===== config.mk =====
export PLATFORM = sky130hd
export DESIGN_NAME = fp32_other_issue_arbiter_flat
export DESIGN_NICKNAME = d
export VERILOG_FILES = /design/src/rtl/fp32_other_issue_arbiter_if.sv /design/src/rtl/fp32_other_issue_arbiter.sv /design/src/flat_wrapper.sv
export SDC_FILE = /design/constraint.sdc
export NUM_CORES = 1
export LEC_CHECK = 0
export CORE_AREA = 8 8 119 121
export DETAILED_ROUTE_END_ITERATION = 16
export DIE_AREA = 0 0 127 129
export PLACE_DENSITY = 0.77
export SLEW_MARGIN = 0
export SYNTH_ARGS = -nofsm -noshare
export SYNTH_HDL_FRONTEND = slang
export SYNTH_SLANG_ARGS = --single-unit

===== constraint.sdc =====
create_clock -name clk -period 3 [get_ports clk]
set_input_delay 0.45 -clock clk [delete_from_list [all_inputs] [get_ports clk]]
set_output_delay 0.45 -clock clk [all_outputs]
set_load 0.02 [all_outputs]

===== src/rtl/fp32_other_issue_arbiter_if.sv =====
// Request / shared-unit / response bundle for fp32_other_issue_arbiter.
// master = lanes plus the shared unit; slave = the arbiter.
interface fp32_other_issue_arbiter_if #(
    parameter int TAG_WIDTH = 6,
    parameter int CODE_W    = 5,
    parameter int RM_W      = 3,
    parameter int FFLAGS_W  = 5
);
    logic                           flush;
    logic [1:0]                     req_valid;
    logic [1:0]                     req_ready;
    logic [1:0][31:0]               req_lhs;
    logic [1:0][31:0]               req_rhs;
    logic [1:0][CODE_W-1:0]         req_code;
    logic [1:0][RM_W-1:0]           req_rm;
    logic [1:0][TAG_WIDTH-1:0]      req_tag;
    logic [31:0]                    fu_lhs;
    logic [31:0]                    fu_rhs;
    logic [CODE_W-1:0]              fu_code;
    logic [RM_W-1:0]                fu_rm;
    logic [31:0]                    fu_result;
    logic [FFLAGS_W-1:0]            fu_fflags;
    logic                           rsp_valid;
    logic                           rsp_lane;
    logic [TAG_WIDTH-1:0]           rsp_tag;
    logic [31:0]                    rsp_result;
    logic [FFLAGS_W-1:0]            rsp_fflags;
    logic [1:0]                     rsp_release;

    modport master (
        output flush, req_valid, req_lhs, req_rhs, req_code, req_rm, req_tag,
        input  req_ready,
        input  fu_lhs, fu_rhs, fu_code, fu_rm,
        output fu_result, fu_fflags,
        input  rsp_valid, rsp_lane, rsp_tag, rsp_result, rsp_fflags,
        output rsp_release
    );

    modport slave (
        input  flush, req_valid, req_lhs, req_rhs, req_code, req_rm, req_tag,
        output req_ready,
        output fu_lhs, fu_rhs, fu_code, fu_rm,
        input  fu_result, fu_fflags,
        output rsp_valid, rsp_lane, rsp_tag, rsp_result, rsp_fflags,
        input  rsp_release
    );
endinterface


===== src/rtl/fp32_other_issue_arbiter.sv =====
// Two-lane round-robin issue arbiter in front of one shared FP32 "other" unit, with
// lane/tag tracking and per-lane credits. Optional counters: RSD_FP_OTHER_ARB_PERF_EN.
module fp32_other_issue_arbiter #(
    parameter int         PIPELINE_DEPTH = 5,
    parameter int         TAG_WIDTH      = 6,
    parameter int         CREDITS        = 4,
    parameter logic [4:0] DEFAULT_CODE   = 5'd0
) (
    input  logic                    clk,
    input  logic                    rst,
    fp32_other_issue_arbiter_if.slave bus
`ifdef RSD_FP_OTHER_ARB_PERF_EN
    ,
    output logic [31:0]             perf_issue_cnt,
    output logic [31:0]             perf_conflict_cnt
`endif
);
    localparam int         LAT      = PIPELINE_DEPTH - 1;
    localparam logic [3:0] CRED_MAX = 4'(CREDITS);

    logic [1:0][3:0]            credit_q, credit_d;
    logic                       rr_q, rr_d;
    logic [LAT-1:0]             trk_v_q, trk_v_d;
    logic [LAT-1:0]             trk_lane_q, trk_lane_d;
    logic [LAT-1:0][TAG_WIDTH-1:0] trk_tag_q, trk_tag_d;

    logic [1:0]                 elig_s;
    logic [1:0]                 grant_s;
    logic                       issue_s;
    logic                       lane_s;
    logic                       dec_s;

    // Eligibility, round-robin grant and operand steering to the shared unit.
    always_comb begin
        for (int i = 0; i < 2; i++) begin
            elig_s[i] = bus.req_valid[i] & (credit_q[i] < CRED_MAX) & ~bus.flush & ~rst;
        end
        if (elig_s == 2'b11) begin
            grant_s = rr_q ? 2'b10 : 2'b01;
        end else begin
            grant_s = elig_s;
        end
        issue_s       = |grant_s;
        lane_s        = grant_s[1];
        bus.req_ready = grant_s;
        if (issue_s) begin
            bus.fu_lhs  = bus.req_lhs[lane_s];
            bus.fu_rhs  = bus.req_rhs[lane_s];
            bus.fu_code = bus.req_code[lane_s];
            bus.fu_rm   = bus.req_rm[lane_s];
        end else begin
            bus.fu_lhs  = 32'd0;
            bus.fu_rhs  = 32'd0;
            bus.fu_code = DEFAULT_CODE;
            bus.fu_rm   = 3'd0;
        end
    end

    // Next state: pointer, credits and the tracker shift register.
    always_comb begin
        dec_s = 1'b0;
        if (issue_s) begin
            rr_d = ~lane_s;
        end else begin
            rr_d = rr_q;
        end
        for (int i = 0; i < 2; i++) begin
            // A release against an empty counter is dropped rather than wrapping.
            dec_s = bus.rsp_release[i] & (credit_q[i] != 4'd0);
            if (bus.flush) begin
                credit_d[i] = 4'd0;
            end else begin
                credit_d[i] = credit_q[i] + {3'd0, grant_s[i]} - {3'd0, dec_s};
            end
        end
        if (bus.flush) begin
            trk_v_d = {LAT{1'b0}};
        end else begin
            trk_v_d = {trk_v_q[LAT-2:0], issue_s};
        end
        trk_lane_d   = {trk_lane_q[LAT-2:0], lane_s};
        trk_tag_d[0] = bus.req_tag[lane_s];
        for (int k = 1; k < LAT; k++) begin
            trk_tag_d[k] = trk_tag_q[k-1];
        end
    end

    // State registers.
    always_ff @(posedge clk or posedge rst) begin
        if (rst) begin
            credit_q   <= {2{4'd0}};
            rr_q       <= 1'b0;
            trk_v_q    <= {LAT{1'b0}};
            trk_lane_q <= {LAT{1'b0}};
            trk_tag_q  <= {(LAT*TAG_WIDTH){1'b0}};
        end else begin
            credit_q   <= credit_d;
            rr_q       <= rr_d;
            trk_v_q    <= trk_v_d;
            trk_lane_q <= trk_lane_d;
            trk_tag_q  <= trk_tag_d;
        end
    end

    // Responses come from the tracker tail; the unit data passes straight through.
    always_comb begin
        bus.rsp_valid  = trk_v_q[LAT-1] & ~bus.flush;
        bus.rsp_result = bus.fu_result;
        bus.rsp_fflags = bus.fu_fflags;
        if (bus.rsp_valid) begin
            bus.rsp_lane = trk_lane_q[LAT-1];
            bus.rsp_tag  = trk_tag_q[LAT-1];
        end else begin
            bus.rsp_lane = 1'b0;
            bus.rsp_tag  = {TAG_WIDTH{1'b0}};
        end
    end

`ifdef RSD_FP_OTHER_ARB_PERF_EN
    logic [31:0] perf_issue_q;
    logic [31:0] perf_conflict_q;
    logic        conflict_s;

    assign conflict_s        = (&bus.req_valid) & issue_s;
    assign perf_issue_cnt    = perf_issue_q;
    assign perf_conflict_cnt = perf_conflict_q;

    // Free-running event counters; flush leaves them alone.
    always_ff @(posedge clk or posedge rst) begin
        if (rst) begin
            perf_issue_q    <= 32'd0;
            perf_conflict_q <= 32'd0;
        end else begin
            perf_issue_q    <= perf_issue_q + {31'd0, issue_s};
            perf_conflict_q <= perf_conflict_q + {31'd0, conflict_s};
        end
    end
`endif
endmodule


===== src/flat_wrapper.sv =====
// flat-port wrapper written by rule: the top's interface ports become plain ports
module fp32_other_issue_arbiter_flat 
#(
    parameter int         PIPELINE_DEPTH = 5,
    parameter int         TAG_WIDTH      = 6,
    parameter int         CREDITS        = 4,
    parameter logic [4:0] DEFAULT_CODE   = 5'd0
)
  (clk, rst, bus_flush, bus_req_valid, bus_req_lhs, bus_req_rhs, bus_req_code, bus_req_rm, bus_req_tag, bus_req_ready, bus_fu_lhs, bus_fu_rhs, bus_fu_code, bus_fu_rm, bus_fu_result, bus_fu_fflags, bus_rsp_valid, bus_rsp_lane, bus_rsp_tag, bus_rsp_result, bus_rsp_fflags, bus_rsp_release);
  fp32_other_issue_arbiter_if #(.TAG_WIDTH(TAG_WIDTH)) bus_i ();
  input  logic clk;
  input  logic rst;
  input wire logic [$bits(bus_i.flush)-1:0] bus_flush;
  input wire logic [$bits(bus_i.req_valid)-1:0] bus_req_valid;
  input wire logic [$bits(bus_i.req_lhs)-1:0] bus_req_lhs;
  input wire logic [$bits(bus_i.req_rhs)-1:0] bus_req_rhs;
  input wire logic [$bits(bus_i.req_code)-1:0] bus_req_code;
  input wire logic [$bits(bus_i.req_rm)-1:0] bus_req_rm;
  input wire logic [$bits(bus_i.req_tag)-1:0] bus_req_tag;
  output wire logic [$bits(bus_i.req_ready)-1:0] bus_req_ready;
  output wire logic [$bits(bus_i.fu_lhs)-1:0] bus_fu_lhs;
  output wire logic [$bits(bus_i.fu_rhs)-1:0] bus_fu_rhs;
  output wire logic [$bits(bus_i.fu_code)-1:0] bus_fu_code;
  output wire logic [$bits(bus_i.fu_rm)-1:0] bus_fu_rm;
  input wire logic [$bits(bus_i.fu_result)-1:0] bus_fu_result;
  input wire logic [$bits(bus_i.fu_fflags)-1:0] bus_fu_fflags;
  output wire logic [$bits(bus_i.rsp_valid)-1:0] bus_rsp_valid;
  output wire logic [$bits(bus_i.rsp_lane)-1:0] bus_rsp_lane;
  output wire logic [$bits(bus_i.rsp_tag)-1:0] bus_rsp_tag;
  output wire logic [$bits(bus_i.rsp_result)-1:0] bus_rsp_result;
  output wire logic [$bits(bus_i.rsp_fflags)-1:0] bus_rsp_fflags;
  input wire logic [$bits(bus_i.rsp_release)-1:0] bus_rsp_release;
  assign bus_i.flush = bus_flush;
  assign bus_i.req_valid = bus_req_valid;
  assign bus_i.req_lhs = bus_req_lhs;
  assign bus_i.req_rhs = bus_req_rhs;
  assign bus_i.req_code = bus_req_code;
  assign bus_i.req_rm = bus_req_rm;
  assign bus_i.req_tag = bus_req_tag;
  assign bus_req_ready = bus_i.req_ready;
  assign bus_fu_lhs = bus_i.fu_lhs;
  assign bus_fu_rhs = bus_i.fu_rhs;
  assign bus_fu_code = bus_i.fu_code;
  assign bus_fu_rm = bus_i.fu_rm;
  assign bus_i.fu_result = bus_fu_result;
  assign bus_i.fu_fflags = bus_fu_fflags;
  assign bus_rsp_valid = bus_i.rsp_valid;
  assign bus_rsp_lane = bus_i.rsp_lane;
  assign bus_rsp_tag = bus_i.rsp_tag;
  assign bus_rsp_result = bus_i.rsp_result;
  assign bus_rsp_fflags = bus_i.rsp_fflags;
  assign bus_i.rsp_release = bus_rsp_release;
  fp32_other_issue_arbiter #(.PIPELINE_DEPTH(PIPELINE_DEPTH), .TAG_WIDTH(TAG_WIDTH), .CREDITS(CREDITS), .DEFAULT_CODE(DEFAULT_CODE)) u_core (.clk(clk), .rst(rst), .bus(bus_i));
endmodule

After elaboration in Yosys (flattened, before gate mapping)
Cells that the tools add are included.
{"block": "totals", "ff_bits": 41, "latchBits": 0, "ram_bits": 0, "mem_bits_ro": 0, "inputBits": 200, "out_inout_bits": 119, "word_cells": 53, "n_memories": 0}
{"block": "classes", "add_sub_neg": 4, "n_mul": 0, "div": 0, "magnitude_cmp": 3, "n_eq_ne": 1, "n_shift": 0, "mux": 21, "n_bitwise": 12, "n_reduce_logical": 3}
{"cell": "2-to-1 mux 32 bit", "count": 6}
{"cell": "2-to-1 mux 6 bit", "count": 3}
{"cell": "2-to-1 mux 5 bit", "count": 3}
{"cell": "2-to-1 mux 4 bit", "count": 3}
{"cell": "bitwise AND 1 bit", "count": 9}
{"cell": "2-to-1 mux 3 bit", "count": 3}
{"cell": "adder 4 x 1 -> 4 bit", "count": 2}
{"cell": "< comparator 4 x 3 -> 1 bit (second input constant)", "count": 2}
{"cell": "nonzero test 4 bit", "count": 2}
{"cell": "subtractor 4 x 1 -> 4 bit", "count": 2}
{"cell": "2-to-1 mux 2 bit", "count": 2}
{"cell": "NOT 1 bit", "count": 3}
{"cell": "equality test 2 bit (second input constant)", "count": 1}
{"cell": "< comparator 1 x 2 -> 1 bit (second input constant)", "count": 1}
{"cell": "OR reduction 2 bit", "count": 1}
{"cell": "2-to-1 mux 1 bit", "count": 1}

Longest topological paths before layout
Gate-level depths: netlist (run 1).
{"block": "logic_depth", "word_depth": 9, "depth_mapped": 11, "depth_no_buf": 11}

Worst setup path before layout (run 1)
No wires, ideal clock.
{"block": "synth_path", "path_kind": "input to register", "start": "input port bus_flush", "end": "register u_core.credit_q[2] in the netlist's numbering", "setup_ns": 0.121, "arrival_time_ns": 2.533, "t_required_ns": 2.879, "slack_ns": 0.346, "path_stages": 9, "n_path_buf": 0, "cell_sequence": "or2_2 > nor3_1 > inv_1 > ha_1 > inv_1 > ha_1 > fa_1 > xnor2_1 > nor2_1"}
{"element": "from (decl)", "line_no": "flat_wrapper.sv:13", "text": "input wire logic [$bits(bus_i.flush)-1:0] bus_flush;"}
{"element": "to (signal assigned)", "line_no": "fp32_other_issue_arbiter.sv:91", "text": "credit_q <= {2{4'd0}};"}
{"element": "to (signal assigned)", "line_no": "fp32_other_issue_arbiter.sv:97", "text": "credit_q <= credit_d;"}
{"element": "to (decl)", "line_no": "fp32_other_issue_arbiter.sv:21", "text": "logic [1:0][3:0] credit_q, credit_d;"}

Worst setup path after layout (run 1)
{"block": "layout_path", "start": "register u_core.credit_q[6] in the netlist's numbering", "end": "output port bus_fu_lhs[5]"}
{"block": "layout_via", "elab_chain_cells": 9, "elab_cells_between_ends": 10, "cone_classes": "1 x order compare; 1 x eq/ne; 4 x mux; 3 x bitwise; 1 x reduce/logical"}
{"element": "< comparator 4 x 3 -> 1 bit (*)", "line_no": "fp32_other_issue_arbiter.sv:36", "text": "elig_s[i] = bus.req_valid[i] & (credit_q[i] < CRED_MAX) & ~bus.flush & ~rst;"}
{"element": "bitwise AND 1 bit (*) (3 in a row)", "line_no": "fp32_other_issue_arbiter.sv:36"}
{"element": "equality test 2 bit", "line_no": "fp32_other_issue_arbiter.sv:38", "text": "if (elig_s == 2'b11) begin"}
{"element": "2-to-1 mux 2 bit (*)", "line_no": "fp32_other_issue_arbiter.sv:38"}
{"element": "2-to-1 mux 32 bit (implied by the code) (2 in a row)", "line_no": "fp32_other_issue_arbiter.sv:47", "text": "bus.fu_lhs = bus.req_lhs[lane_s];"}
{"element": "2-to-1 mux 32 bit (*)", "line_no": "fp32_other_issue_arbiter.sv:46", "text": "if (issue_s) begin"}
{"element": "to (decl)", "line_no": "flat_wrapper.sv:21", "text": "output wire logic [$bits(bus_i.fu_lhs)-1:0] bus_fu_lhs;"}
Every way passes the cells marked *; elsewhere a longest branch is shown, timed or not. The select of a mux whose other input is x is not followed.

==> results of run 1 <==
## logic make-up after synthesis
group,count (synthesis),share of synthesized area
mux,6,0.01869
compound gates,85,0.2710
fa+ha+maj,14,0.05261
buf+inv,83,0.1672
flops,41,0.2838
simple gates,176,0.2018
xor+xnor,2,0.004847
## critical path: cells and delay by family (launching register included)
kind | cells | cell delay (ns)
adders and majority gates | 1 | 0.25
DFF | 1 | 0.32
and+or+nand+nor | 2 | 0.53
buffers and inverters | 3 | 0.94
AOI/OAI and AO/OA | 1 | 0.17
## worst max path at each step
stage / end / slack, ns / depth (start not counted)
3_5_place_dp: bus_fu_lhs[12] / 0.05 / 6
5_1_grt: bus_fu_lhs[5] / -0.06 / 7
3_3_place_gp: bus_fu_lhs[12] / 0.08 / 6
2_1_floorplan: u_core.credit_q[2] / 0.35 / 9
4_1_cts: bus_fu_lhs[12] / 0.004 / 7
6_report: bus_fu_lhs[5] / 0.05 / 7
## state kept, by name, summed over array words and instances (netlist names)
signal             cells
u_core.rr_q            1
u_core.trk_tag_q       6
u_core.trk_lane_q      4
u_core.trk_tag_d      18
u_core.credit_q        8
u_core.trk_v_q         4
## metrics by stage
step	area (um^2)	power (uW)	util
floorplan	3615	1882	-
detailed placement	6016	2446	0.4886
global route	6324	3202	0.5136
finish	6324	3013	0.5136
CTS	6183	3054	0.5022
global placement	6016	2388	0.4886
## area by class of cell
| class | instances | area [um^2] |
|---|---|---|
| inverters | 13 | 48.80 |
| fillers | 1099 | 5988 |
| diodes | 1 | 2.502 |
| clock inverters | 2 | 38.79 |
| repair buffers | 273 | 2895 |
| flip-flops and latches | 41 | 1026 |
| clock buffers | 6 | 128.9 |
| multi-input cells | 283 | 1996 |
| well taps | 150 | 187.7 |
## placed cells by master, fill, tap and decap left out
cell type / instances
clkdlybuf4s50_1: 188
nand2_1: 146
o22ai_2: 70
dlymetal6s2s_1: 55
dfrtp_1: 41
buf_4: 22
inv_1: 13
ha_1: 12
nor2b_1: 8
buf_12: 8
and2_1: 7
mux2_2: 6
a21oi_1: 6
nor2_1: 6
clkbuf_16: 5
a21boi_0: 2
xnor2_1: 2
nand3_1: 2
nand2b_1: 2
a31o_2: 2
o22ai_1: 2
fa_1: 2
diode_2: 1
nor2_4: 1
o2111ai_2: 1
or2_2: 1
and3_4: 1
nor3_1: 1
or2_4: 1
o21bai_4: 1
a31oi_1: 1
clkbuf_1: 1
clkinv_4: 1
bufinv_16: 1
## layer usage
metal | vias up | GRT usage | wire [um]
met5 | - | 0 | 0
met4 | 0 | 0.04829 | 330
met3 | 30 | 0.08854 | 1983
met2 | 192 | 0.2894 | 7636
met1 | 1707 | 0.1867 | 5450
li1 | 1749 | - | -
## what timing repair did
action	in CTS	in global routing
setup endpoints to repair	0	55
gates resized for setup	0	55
buffers inserted	0	0
## where the power goes
part / total (uW) / switching [uW] / leakage, uW / internal, uW
logic: 1730 / 880 / 0.00266 / 855
clock network: 598 / 205 / 0.0000811 / 394
registers: 679 / 39.4 / 0.000505 / 640
total: 3010 / 1120 / 0.00324 / 1890
==> flow_summary.yaml, run 1 <==
cts:
  clk_latency_ns: 0.28
  cts_buffers: 5
  cts_max_level: 2
  cts_sinks: 41
  cts_tree: "done"
  cts.path.max_buffers: 2
  clkTransAtPathRegs_ns: 0.06
  clockRootBuffer: "clkbuf_16"
  cts_hold_buf: 0
grt:
  grt_pass1_wl_um: 22170
  grt_antenna_before_repair: 1
  grt_pass1_vias: 3699
  gr-usage-all-layers: 0.1721
  overflow: 0
  grt_max_degree: 42
worst_hold_path:
  hp-class: "flip-flop to flip-flop"
  whs_endpoint: "u_core.trk_tag_d[19]"
  hold_path_depth: 0
  min_from: "u_core.trk_tag_d[13]"
logic_synthesis:
  yosys_warnings: 0
  ys_top_cells_by_count: "146 x nand2_1, 70 x o22ai_2, 41 x dfrtp_1"
  synth.area.top_cells: "dfrtp_1 28%, o22ai_2 24%, nand2_1 15%, buf_4 8.1%, buf_12 4.4%"
  synthFlopType: "dfrtp_1"
  ys_async_sr_fraction: 1.000
  synth_edf_count: 0
  syn_inst: 407
  synth_nets: 621
  yosysSeqAreaShare: 0.2838
  synthDistinctLibCells: 29
  synth_most_common_cell: "nand2_1"
  synth_area_leader_cell: "dfrtp_1"
  syn_area_per_cell_um2: 8.881
  netlist_area_um2: 3615
  yosys_register_bits: 41
  synth_top_cell_area_share: 0.2838
floorplan:
  die_x_um: 127
  start_util: 0.2936
  fp.dieArea_um2: 16380
  pin_count: 319
  die_h_um: 129
  std_cell_rows: 41
  core_area_um2: 12310
critical_path:
  r2r_cells: 12
  cp_cell_sequence: "inv_1 -> ha_1 -> and3_4 -> or2_4 -> buf_4 -> o22ai_2 -> clkdlybuf4s50_1"
  endpoint_kind: "output port"
  r2r-end: "u_core.credit_q[2]"
  critPathMaxFanout: 15
  rrSetupSlack_ns: 0.53
  slowest_stage: "clkdlybuf4s50_1"
  startpoint: "u_core.credit_q[6]"
  crit_type: "flip-flop to output port"
  slowest_delay_ns: 0.65
  start_kind: "flip-flop"
  required_ns: 2.55
  r2r-start: "u_core.credit_q[2]"
  crit_arrival_ns: 2.50
sta:
  hold_viol_final: 0
  setup_ws_ns: 0.04619
  worst_slew_pin_slew_ns: 0.5026
  slew_headroom: 0.6649
  tns_ns: 0
  holdWs_ns: 0.3446
  clock_skew_ns: 0.003315
  setup_viol: 0
  finalCritPeriodShare: 0.9846
  period_minus_slack_ns: 2.954
  max_freq_mhz: 338.5
  finalMaxSlewViolations: 0
final_layout:
  syn_to_final_growth_pct: 74.94
  finalNetCount: 831
  post_route_cells_drive_above_1_share: 0.1958
  layoutNonFillerInstCount: 769
job:
  maxCapViolations: 0
status:
  status: "complete, no violations"
drt:
  routed_via_density: 4.783
  drtIter0Drc: 181
  num_vias: 3678
  post_drt_wl_per_cell_um: 20.03
  first_pass_iters: 5
  drt_wl_total_um: 15400
  drcViolationCount: 0
  drtAntennaViolNets: 0
power:
  cellPowerDensity_nw_per_um2: 476.4
  p_leak_uw: 0.003242
  irDropWorstVdd_uv: 353.5
place:
  portBuffers: 244
  post-dp-hpwl_um: 12900
  dp_slack_ns: 0.05173
  place.gp.congestion: 0.9659
  dp_cells: 760
Note: power is estimated with default switching activity, not from simulation.
==> run 2: changes to the inputs <==
==> constraint.sdc (replaced) <==
create_clock -name clk -period 3 [get_ports clk]
set_input_delay 0.6 -clock clk [delete_from_list [all_inputs] [get_ports clk]]
set_output_delay 0.6 -clock clk [all_outputs]
set_load 0.02 [all_outputs]
==> run 2 against run 1 <==
Worst hold slack hardly changed. Non-clock buffer count is 6 higher. Setup slack better by 0.052 ns. Flip-flop and latch count stayed put. Critical path type is now input port to output port. Highest routed layer is now met5. Clock-buffer cell count is 1 lower.
==> flow_summary.yaml, run 2 (synthesis gave the netlist of run 1 again) <==
floorplan:
  core_area_um2: 12310
  std_cell_rows: 41
  fp.dieArea_um2: 16380
  pin_count: 319
  die_h_um: 129
  die_x_um: 127
  start_util: 0.2936
worst_hold_path:
  hp-class: "flip-flop to flip-flop"
cts:
  cts_buffers: 5
  clockRootBuffer: "clkbuf_16"
  cts_sinks: 41
  cts_max_level: 2
  clk_latency_ns: 0.28
  cts_hold_buf: 0
  clkTransAtPathRegs_ns: 0.06
  cts_tree: "done"
  cts.path.max_buffers: 2
sta:
  slew_headroom: 0.6689
  finalMaxSlewViolations: 0
  setup_ws_ns: 0.09778
  rsz0062_at_grt: "false"
  clock_skew_ns: 0.003080
  worst_slew_pin_slew_ns: 0.4966
  setup_viol: 0
  holdWs_ns: 0.3449
  max_freq_mhz: 344.6
  hold_viol_final: 0
  period_minus_slack_ns: 2.902
  finalCritPeriodShare: 0.9674
power:
  p_leak_uw: 0.002774
  irDropWorstVdd_uv: 447.4
  cellPowerDensity_nw_per_um2: 473.8
final_layout:
  layout_common_cells: "162 x clkdlybuf4s50_1, 146 x nand2_1, 72 x dlygate4sd2_1, 70 x o22ai_2, 41 x dfrtp_1"
  final_util: 0.5000
  syn_to_final_growth_pct: 70.30
  layout_commonest_cell: "clkdlybuf4s50_1"
  post_route_cells_drive_above_1_share: 0.2051
  finalNetCount: 837
  diodes: 0
  largest_reg_flops: 18
place:
  dp_slack_ns: -0.2109
  place.gp.congestion: 1.024
  post-dp-hpwl_um: 13180
  portBuffers: 244
grt:
  grt_pass1_vias: 3642
  grt_antenna_before_repair: 1
  grt_pass1_wl_um: 21740
  gr-usage-all-layers: 0.1700
  overflow: 0
  grt_max_degree: 42
drt:
  drt_wl_total_um: 15380
  first_pass_iters: 4
  post_drt_wl_per_cell_um: 19.87
  drtIter0Drc: 191
  drcViolationCount: 0
  routed_via_density: 4.698
  drtAntennaViolNets: 0
  num_vias: 3636
critical_path:
  endpoint_kind: "output port"
  crit_type: "input port to output port"
  critPathMaxFanout: 20
  start_kind: "input port"
  crit_arrival_ns: 2.30
  required_ns: 2.40
job:
  maxCapViolations: 0
status:
  status: "complete, no violations"
run 2: worst paths after layout:
kind                                      start                   end  slack [ns]  cells past startpoint
setup / recovery               bus_req_valid[1]        bus_fu_lhs[14]         0.1                      6
hold / removal             u_core.trk_lane_q[1]  u_core.trk_lane_q[2]        0.34                      0
setup reg to reg             u_core.credit_q[2]    u_core.credit_q[2]        0.50                     12
hold reg to reg            u_core.trk_lane_q[1]  u_core.trk_lane_q[2]        0.34                      0
max in group asynchronous                   rst  u_core.trk_lane_q[0]        1.79                      3
min in group asynchronous                   rst    u_core.credit_q[0]        0.86                      3
run 2: critical path: stages:
cell and delay [ns]:
clkdlybuf4s50_1 0.42, and3_4 0.20, or2_4 0.31, buf_12 0.19
o22ai_2 0.20, dlygate4sd2_1 0.37
run 2: final cells by class:
| cell class | count | area [um^2] |
|---|---|---|
| repair buffers | 279 | 2748 |
| multi-input cells | 283 | 1996 |
| well taps | 150 | 187.7 |
| clock buffers | 5 | 125.1 |
| flip-flops and latches | 41 | 1026 |
| fillers | 1190 | 6156 |
| clock inverters | 3 | 25.02 |
| inverters | 13 | 48.80 |
run 2: stage by stage:
step / cell area [um^2] / TNS, ns / total power (uW) / instances
final: 6156 / 0 / 2916 / 774
after global routing: 6156 / 0 / 3097 / 774
after CTS: 6133 / 0 / 2948 / 774
after detailed placement: 6073 / -11.12 / 2487 / 766
after global placement: 6073 / -9.823 / 2407 / 766
after floorplan: 3615 / 0 / 1882 / 407
run 2: report_power, final:
| part | switching, uW | internal, uW |
|---|---|---|
| Combinational | 888 | 820 |
| Clock | 212 | 312 |
| Sequential | 44.0 | 640 |
| Total | 1140 | 1770 |
run 2: layer usage:
| metal | GRT usage | routed length [um] | vias up |
|---|---|---|---|
| met1 | 0.1731 | 5218 | 1661 |
| met3 | 0.09681 | 2228 | 26 |
| met5 | 0 | 13 | - |
| met4 | 0.03989 | 215 | 2 |
| met2 | 0.2969 | 7702 | 189 |
| li1 | - | - | 1758 |
run 2: timing repair:
item / in CTS / in global routing
buffers inserted: 0 / 0
resized for setup: 72 / 9
setup endpoints to repair: 72 / 9
